<file path="config.mk">
export PLATFORM = sky130hd
export DESIGN_NAME = mem_access_stage_flat
export DESIGN_NICKNAME = d
export VERILOG_FILES = /design/src/rtl/mem_access_stage_pkg.sv /design/src/rtl/mem_access_stage_if.sv /design/src/rtl/mem_access_stage_load_align.sv /design/src/rtl/mem_access_stage.sv /design/src/flat_wrapper.sv
export SDC_FILE = /design/constraint.sdc
export NUM_CORES = 1
export LEC_CHECK = 0
export CAP_MARGIN = 20
export CORE_AREA = 2 2 161 163
export DETAILED_ROUTE_END_ITERATION = 8
export DIE_AREA = 0 0 163 165
export PLACE_DENSITY = 0.8
export SYNTH_ARGS = -nofsm -noshare
export SYNTH_HDL_FRONTEND = slang
export SYNTH_SLANG_ARGS = --single-unit
export TNS_END_PERCENT = 20
</file>
<file path="constraint.sdc">
create_clock -name clk -period 3.9 [get_ports clk]
set_clock_uncertainty 0.05 [all_clocks]
set_input_delay 0.78 -clock clk [delete_from_list [all_inputs] [get_ports clk]]
set_output_delay 0.78 -clock clk [all_outputs]
set_load 0.05 [all_outputs]
</file>
<file path="src/rtl/mem_access_stage_pkg.sv">
// Shared types and constants for the MEM pipeline stage.
//   state_e    : access FSM states
//   mem_req_t  : access context latched when a memory op is accepted
//   BYTE_SIZE / DWORD_SIZE : values of the byte-op flag
//   BE_ALL     : byte enables for a full 64-bit access
package mem_stage_pkg;

    typedef enum logic [1:0] {
        IDLE = 2'd0,
        BUSY = 2'd1,
        DONE = 2'd2
    } state_e;

    localparam logic       BYTE_SIZE  = 1'b1;
    localparam logic       DWORD_SIZE = 1'b0;
    localparam logic [7:0] BE_ALL     = 8'hFF;

    typedef struct packed {
        logic [63:0] addr;        // effective address, doubles as the ALU result
        logic [63:0] data;        // store data (Rt)
        logic        byte_op;
        logic        we;
        logic        mem_to_reg;
        logic        reg_we;
        logic [4:0]  rd;
    } mem_req_t;

    // A 64-bit access must be 8-byte aligned; byte accesses never fault.
    function automatic logic misaligned(input logic byte_op, input logic [2:0] addr_lo);
        return (byte_op == DWORD_SIZE) && (addr_lo != 3'd0);
    endfunction

endpackage

</file>
<file path="src/rtl/mem_access_stage_if.sv">
// Request/acknowledge data-memory port.
//   master : the MEM stage (drives req/we/addr/wdata/be, receives rdata/ack)
//   slave  : the data memory
interface mem_access_stage_if;
    logic        dmem_req;
    logic        dmem_we;
    logic [63:0] dmem_addr;
    logic [63:0] dmem_wdata;
    logic [7:0]  dmem_be;
    logic [63:0] dmem_rdata;
    logic        dmem_ack;

    modport master (
        output dmem_req, dmem_we, dmem_addr, dmem_wdata, dmem_be,
        input  dmem_rdata, dmem_ack
    );

    modport slave (
        input  dmem_req, dmem_we, dmem_addr, dmem_wdata, dmem_be,
        output dmem_rdata, dmem_ack
    );
endinterface

</file>
<file path="src/rtl/mem_access_stage_load_align.sv">
// Combinational data steering for the MEM stage.
//   byte_op    in  : 1 = byte access
//   addr_lo    in  : address bits [2:0]
//   rdata      in  : raw 64-bit read data
//   store_data in  : store operand
//   load_data  out : byte-selected, zero-extended (or full) load result
//   wdata      out : store data, byte replicated to all lanes for byte stores
//   be         out : byte enables
module load_align
    import mem_stage_pkg::*;
(
    input  logic        byte_op,
    input  logic [2:0]  addr_lo,
    input  logic [63:0] rdata,
    input  logic [63:0] store_data,
    output logic [63:0] load_data,
    output logic [63:0] wdata,
    output logic [7:0]  be
);
    always_comb begin
        load_data = rdata;
        wdata     = store_data;
        be        = BE_ALL;
        if (byte_op == BYTE_SIZE) begin
            load_data = {56'd0, rdata[{addr_lo, 3'b000} +: 8]};
            wdata     = {8{store_data[7:0]}};
            be        = 8'd1 << addr_lo;
        end
    end
endmodule

</file>
<file path="src/rtl/mem_access_stage.sv">
// MEM stage: issues loads/stores on a req/ack data-memory port, stalls the
// upstream pipeline while an access is outstanding, and forms the
// write-back triple for MEM/WB.
//   clk, reset           : clock, synchronous active-high reset
//   *_MEM inputs         : EX/MEM register contents
//   dmem                 : data-memory port (master side)
//   stall_MEM            : hold PC, IF/ID, ID/EX, EX/MEM
//   mem_err              : one-cycle pulse on misalignment or timeout
//   *_toWB outputs       : write-back enable, data, destination
module mem_access_stage
    import mem_stage_pkg::*;
#(
    parameter int TIMEOUT_CYCLES = 16,
    parameter int CNT_W          = 5
) (
    input  logic                clk,
    input  logic                reset,
    input  logic                valid_MEM,
    input  logic                memRead_MEM,
    input  logic                memWrite_MEM,
    input  logic                memToReg_MEM,
    input  logic                byteOp_MEM,
    input  logic [63:0]         ALUResult_MEM,
    input  logic [63:0]         storeData_MEM,
    input  logic                regWrite_E_MEM,
    input  logic [4:0]          regWrite_MEM,
    mem_access_stage_if.master  dmem,
    output logic                stall_MEM,
    output logic                mem_err,
    output logic                regWrite_E_toWB,
    output logic [63:0]         WriteData_toWB,
    output logic [4:0]          regWrite_toWB
);
    localparam logic [CNT_W-1:0] CNT_LAST = CNT_W'(TIMEOUT_CYCLES - 1);

    state_e            state_q, state_d;
    logic [CNT_W-1:0]  cnt_q, cnt_d;
    logic              err_q, err_d;
    logic              req_q, req_d;
    logic              mem_err_q, mem_err_d;
    mem_req_t          info_q, info_d;
    logic [63:0]       rdata_q, rdata_d;
    logic [63:0]       load_data;

    wire memop = valid_MEM & (memRead_MEM | memWrite_MEM);

    load_align u_align (
        .byte_op    (info_q.byte_op),
        .addr_lo    (info_q.addr[2:0]),
        .rdata      (rdata_q),
        .store_data (info_q.data),
        .load_data  (load_data),
        .wdata      (dmem.dmem_wdata),
        .be         (dmem.dmem_be)
    );

    always_comb begin
        state_d   = state_q;
        cnt_d     = cnt_q;
        err_d     = err_q;
        req_d     = req_q;
        mem_err_d = 1'b0;
        info_d    = info_q;
        rdata_d   = rdata_q;
        case (state_q)
            IDLE: if (memop) begin
                info_d = '{addr: ALUResult_MEM, data: storeData_MEM, byte_op: byteOp_MEM,
                           we: memWrite_MEM, mem_to_reg: memToReg_MEM,
                           reg_we: regWrite_E_MEM, rd: regWrite_MEM};
                cnt_d   = '0;
                rdata_d = '0;
                if (misaligned(byteOp_MEM, ALUResult_MEM[2:0])) begin
                    // Fault immediately without touching the bus.
                    err_d     = 1'b1;
                    mem_err_d = 1'b1;
                    state_d   = DONE;
                end else begin
                    err_d   = 1'b0;
                    req_d   = 1'b1;
                    state_d = BUSY;
                end
            end
            BUSY: begin
                // Ack wins over a timeout landing in the same cycle.
                if (dmem.dmem_ack) begin
                    rdata_d = dmem.dmem_rdata;
                    req_d   = 1'b0;
                    state_d = DONE;
                end else if (cnt_q == CNT_LAST) begin
                    req_d     = 1'b0;
                    err_d     = 1'b1;
                    mem_err_d = 1'b1;
                    state_d   = DONE;
                end else begin
                    cnt_d = cnt_q + 1'b1;
                end
            end
            DONE:    state_d = IDLE;
            default: state_d = IDLE;
        endcase
    end

    always_ff @(posedge clk) begin
        if (reset) begin
            state_q   <= IDLE;
            cnt_q     <= '0;
            err_q     <= 1'b0;
            req_q     <= 1'b0;
            mem_err_q <= 1'b0;
            info_q    <= '0;
            rdata_q   <= '0;
        end else begin
            state_q   <= state_d;
            cnt_q     <= cnt_d;
            err_q     <= err_d;
            req_q     <= req_d;
            mem_err_q <= mem_err_d;
            info_q    <= info_d;
            rdata_q   <= rdata_d;
        end
    end

    assign dmem.dmem_req  = req_q;
    assign dmem.dmem_we   = info_q.we;
    assign dmem.dmem_addr = {info_q.addr[63:3], 3'b000};
    assign mem_err        = mem_err_q;

    // Write-back: pass-through when idle, bubble while an access is in
    // flight, latched result in DONE (the cycle MEM/WB captures it).
    always_comb begin
        stall_MEM       = 1'b0;
        WriteData_toWB  = ALUResult_MEM;
        regWrite_E_toWB = valid_MEM & regWrite_E_MEM;
        regWrite_toWB   = regWrite_MEM;
        case (state_q)
            IDLE: if (memop) begin
                stall_MEM       = 1'b1;
                regWrite_E_toWB = 1'b0;
            end
            BUSY: begin
                stall_MEM       = 1'b1;
                regWrite_E_toWB = 1'b0;
            end
            DONE: begin
                WriteData_toWB  = info_q.mem_to_reg ? load_data : info_q.addr;
                regWrite_E_toWB = info_q.reg_we & ~err_q;
                regWrite_toWB   = info_q.rd;
            end
            default: ;
        endcase
    end
endmodule

</file>
<file path="src/flat_wrapper.sv">
// flat-port wrapper written by rule: the top's interface ports become plain ports
module mem_access_stage_flat import mem_stage_pkg::*;
#(
    parameter int TIMEOUT_CYCLES = 16,
    parameter int CNT_W          = 5
)
  (clk, reset, valid_MEM, memRead_MEM, memWrite_MEM, memToReg_MEM, byteOp_MEM, ALUResult_MEM, storeData_MEM, regWrite_E_MEM, regWrite_MEM, stall_MEM, mem_err, regWrite_E_toWB, WriteData_toWB, regWrite_toWB, dmem_dmem_req, dmem_dmem_we, dmem_dmem_addr, dmem_dmem_wdata, dmem_dmem_be, dmem_dmem_rdata, dmem_dmem_ack);
  mem_access_stage_if dmem_i ();
  input  logic clk;
  input  logic reset;
  input  logic valid_MEM;
  input  logic memRead_MEM;
  input  logic memWrite_MEM;
  input  logic memToReg_MEM;
  input  logic byteOp_MEM;
  input  logic [63:0] ALUResult_MEM;
  input  logic [63:0] storeData_MEM;
  input  logic regWrite_E_MEM;
  input  logic [4:0] regWrite_MEM;
  output logic stall_MEM;
  output logic mem_err;
  output logic regWrite_E_toWB;
  output logic [63:0] WriteData_toWB;
  output logic [4:0] regWrite_toWB;
  output wire logic [$bits(dmem_i.dmem_req)-1:0] dmem_dmem_req;
  output wire logic [$bits(dmem_i.dmem_we)-1:0] dmem_dmem_we;
  output wire logic [$bits(dmem_i.dmem_addr)-1:0] dmem_dmem_addr;
  output wire logic [$bits(dmem_i.dmem_wdata)-1:0] dmem_dmem_wdata;
  output wire logic [$bits(dmem_i.dmem_be)-1:0] dmem_dmem_be;
  input wire logic [$bits(dmem_i.dmem_rdata)-1:0] dmem_dmem_rdata;
  input wire logic [$bits(dmem_i.dmem_ack)-1:0] dmem_dmem_ack;
  assign dmem_dmem_req = dmem_i.dmem_req;
  assign dmem_dmem_we = dmem_i.dmem_we;
  assign dmem_dmem_addr = dmem_i.dmem_addr;
  assign dmem_dmem_wdata = dmem_i.dmem_wdata;
  assign dmem_dmem_be = dmem_i.dmem_be;
  assign dmem_i.dmem_rdata = dmem_dmem_rdata;
  assign dmem_i.dmem_ack = dmem_dmem_ack;
  mem_access_stage #(.TIMEOUT_CYCLES(TIMEOUT_CYCLES), .CNT_W(CNT_W)) u_core (.clk(clk), .reset(reset), .valid_MEM(valid_MEM), .memRead_MEM(memRead_MEM), .memWrite_MEM(memWrite_MEM), .memToReg_MEM(memToReg_MEM), .byteOp_MEM(byteOp_MEM), .ALUResult_MEM(ALUResult_MEM), .storeData_MEM(storeData_MEM), .regWrite_E_MEM(regWrite_E_MEM), .regWrite_MEM(regWrite_MEM), .dmem(dmem_i), .stall_MEM(stall_MEM), .mem_err(mem_err), .regWrite_E_toWB(regWrite_E_toWB), .WriteData_toWB(WriteData_toWB), .regWrite_toWB(regWrite_toWB));
endmodule
</file>
==> summary.txt <==
outcome: finished clean
number of distinct library cells after synthesis: 44
slew of the pin with the lowest slew margin: 1.092 ns
CTS-repair resized insts: 0
drc violations: 0
total routing resource utilization after global routing: 0.2872
gate count after technology mapping: 1499
floorplan row count: 58
vertical die dimension: 165 µm
most used flip-flop cell after synthesis: dfxtp_1
routability-driven placement congestion ratio: 0.8818
Horiz. Die Dim: 163 µm
number of antenna violations at the first check in global routing: 1
final global-route overflow total: 0
worst-path maximum fanout: 30
via count: 11590
Pint: 4.215 mW
top cells by area in the synthesized netlist: dfxtp_1, nand2_1, a21oi_1, buf_4, a221oi_1
number of fill cells: 2176
clock power share: 0.332
number of buffer cells added on primary ports: 412
ratio of total power to cell area: 410.1 nW/µm²
#FFs+latches synth: 211
number of ports placed on the die boundary: 416
post-synthesis async set-or-reset flop share: 0
count of placed standard cells in the final layout, fillers left out: 2111
number of sinks handled by clock tree synthesis: 211
Ys Warns: 0
number of max-cap violations: 0
most common library cells after synthesis: nand2_1, dfxtp_1, a21oi_1, clkbuf_1, nor2_1
cell total after placement: 2070
synthesized area: 10610 µm²
sum of negative setup slack: 0 ns
worst slew margin relative to its limit: 0.2711
placed inst area: 14850 µm²
number of levels in the clock H-tree: 1
Die Footprint: 26900 µm²
root buffer cell: clkbuf_16
post-layout util: 0.6221
startpoint of the worst hold path: u_core.info_q[63]$_SDFFE_PP0P_
Worst setup EP type: output pin
reported net switching power: 2.173 mW
RSZ-0062 raised after global routing: no
number of global-route vias before repair: 11080
pins over their slew limit: 0
critical path's slowest cell: nor2_2
CP Cell Sequence: inv_1 > nor2_2 > a221oi_1 > nor2_1 > buf_12
TritonCTS clock tree: yes
CTS max path bufs: 3
Final #Nets: 1975
static power due to leakage: 5.559 nW
register area share after synthesis: 0.3980
Sw Share: 0.3402
library cell with the largest summed area after synthesis: dfxtp_1
routed wirelength normalized by instance count: 19.31 µm
Setup WS post-layout: 0.09707 ns
final design instance area without fill: 15570 µm²
Post-synth EDFFs: 0
worst reg2reg setup slack: 1.59 ns
remaining antenna violation count: 0
most common cell in the synthesized netlist: nand2_1
Clock Latency Late Sink: 0.51 ns
layout cell share with drive strength beyond 1: 0.07865
number of buffers created by CTS: 23
sequential fraction of design power: 0.369
starting density of the core: 0.4239
area growth from synthesis to final layout: 46.74%
WHS Endpoint: u_core.info_q[63]$_SDFFE_PP0P_
cell count of the worst hold path: 2
final hold vios: 0
via count normalized by instance count: 5.490
combinational share of power: 0.298
CP Data Required Time: 3.07 ns
pin count of the biggest net entering global routing: 106
worst hold slack: 0.4044 ns
DP HPWL: 29260 µm
Total Wirelength: 40760 µm
r2r startpoint: u_core.state_q[1]$_SDFFE_PP0P_
Worst Setup Slack post-DPL: 0.5052 ns
maximum clock frequency: 0.2630 GHz
min-delay worst type: reg2reg
overall power after layout: 6.388 mW
Post-Synthesis Mean Instance Area: 7.081 µm²
peak supply drop: 316.0 µV
Critical R2R Capture: u_core.dmem.dmem_addr[41]$_SDFFE_PP0P_
delay of the slowest cell on the worst path: 0.88 ns
Critical Path AT: 2.97 ns
minimum clock period after layout: 3.803 ns
share of Yosys cell area claimed by the top area cell type: 0.3980
CTS clk-pin slew, worst paths: 0.06 ns
CP startpoint kind: flop
standard cell core area: 25040 µm²
final number of setup-violating endpoints: 0
number of search-and-repair iterations in the first detailed-routing pass: 6
portion of the clock cycle consumed by the worst path in the final layout: 0.9751
depth of the worst register-to-register path: 5
first-pass GRT wire length: 60840 µm
number of design-rule violations left by the first detailed-router iteration: 1103
critical path type: reg2out
## sequential cells by signal (all words and copies together), names as in the netlist
signal	count
u_core.dmem.dmem_addr	61
u_core.info_q	75
u_core.err_q	1
u_core.cnt_q	5
u_core.rdata_q	64
u_core.dmem.dmem_req	1
u_core.dmem.dmem_we	1
u_core.state_q	2
u_core.mem_err	1
## cells by family after synthesis
logic type / share of synthesized area
flops: 0.3980
other cells: 0.0003533
xor+xnor: 0.0008253
buf+inv: 0.1287
mux: 0.02546
simple gates: 0.2230
compound gates: 0.2201
fa+ha+maj: 0.003537
## worst max path at each step
stage,startpoint,endpoint,slack (ns),depth (start not counted)
global route,u_core.info_q[6]$_SDFFE_PP0P_,WriteData_toWB[37],0.04,5
detailed placement,memWrite_MEM,regWrite_E_toWB,0.51,5
global placement,memWrite_MEM,regWrite_E_toWB,0.54,5
floorplan,u_core.info_q[74]$_SDFFE_PP0P_,WriteData_toWB[6],0.48,4
finish,u_core.info_q[6]$_SDFFE_PP0P_,WriteData_toWB[46],0.1,5
CTS,u_core.info_q[6]$_SDFFE_PP0P_,WriteData_toWB[40],0.14,5
## cells in the final DEF (no fill, tap or decap), types with 4 or more instances in the layout
master	instances
clkbuf_16	23
o211ai_1	4
mux2i_1	18
nand3_1	72
nor2_1	88
clkinv_2	7
clkdlybuf4s50_1	355
nor3_1	4
buf_12	51
mux2_2	8
buf_4	31
or3_1	5
a221o_1	7
a31oi_1	5
dfxtp_1	209
a22oi_1	4
nand2b_1	5
o21a_1	17
a221oi_1	43
clkbuf_8	4
inv_1	79
a21oi_1	210
nand2_1	393
o21ai_0	75
o221ai_1	16
a211oi_1	4
## what timing repair did
item | CTS | global route
setup endpoints to repair | 0 | 1
hold buffers | 0 | 0
setup buffers | 0 | 0
## power by group through the flow
stage	registers (mW)	clock network (mW)	logic, mW
after floorplan	2.36	0	1.15
after global placement	2.40	0	1.88
after detailed placement	2.40	0	1.90
after CTS	2.35	2.16	1.91
after global routing	2.37	2.22	2.01
final	2.36	2.12	1.91
## layer usage
metal / global-route usage / wire (µm)
met5: 0 / 0
met4: 0.1263 / 1882
met3: 0.06831 / 3867
met2: 0.4933 / 19580
met1: 0.3424 / 15440
## area by class of cell
| cell class | instances | area [µm²] | share of cell area |
|---|---|---|---|
| clock inverters | 10 | 81.33 | 0.005222 |
| well taps | 330 | 412.9 | 0.02651 |
| clock buffers | 29 | 638.1 | 0.04097 |
| diodes | 1 | 2.502 | 0.0001607 |
| flip-flops and latches | 211 | 4229 | 0.2715 |
| inverters | 79 | 296.5 | 0.01904 |
| multi-input cells | 1013 | 5096 | 0.3272 |
| repair buffers | 438 | 4818 | 0.3094 |
## worst max-delay path: cells and delay by family (launching register included)
kind	cells	cell delay (ns)
flops	1	0.67
simple gates	2	1.13
compound gates	1	0.21
buf+inv	2	0.45
(Power assumes the default switching activity.)
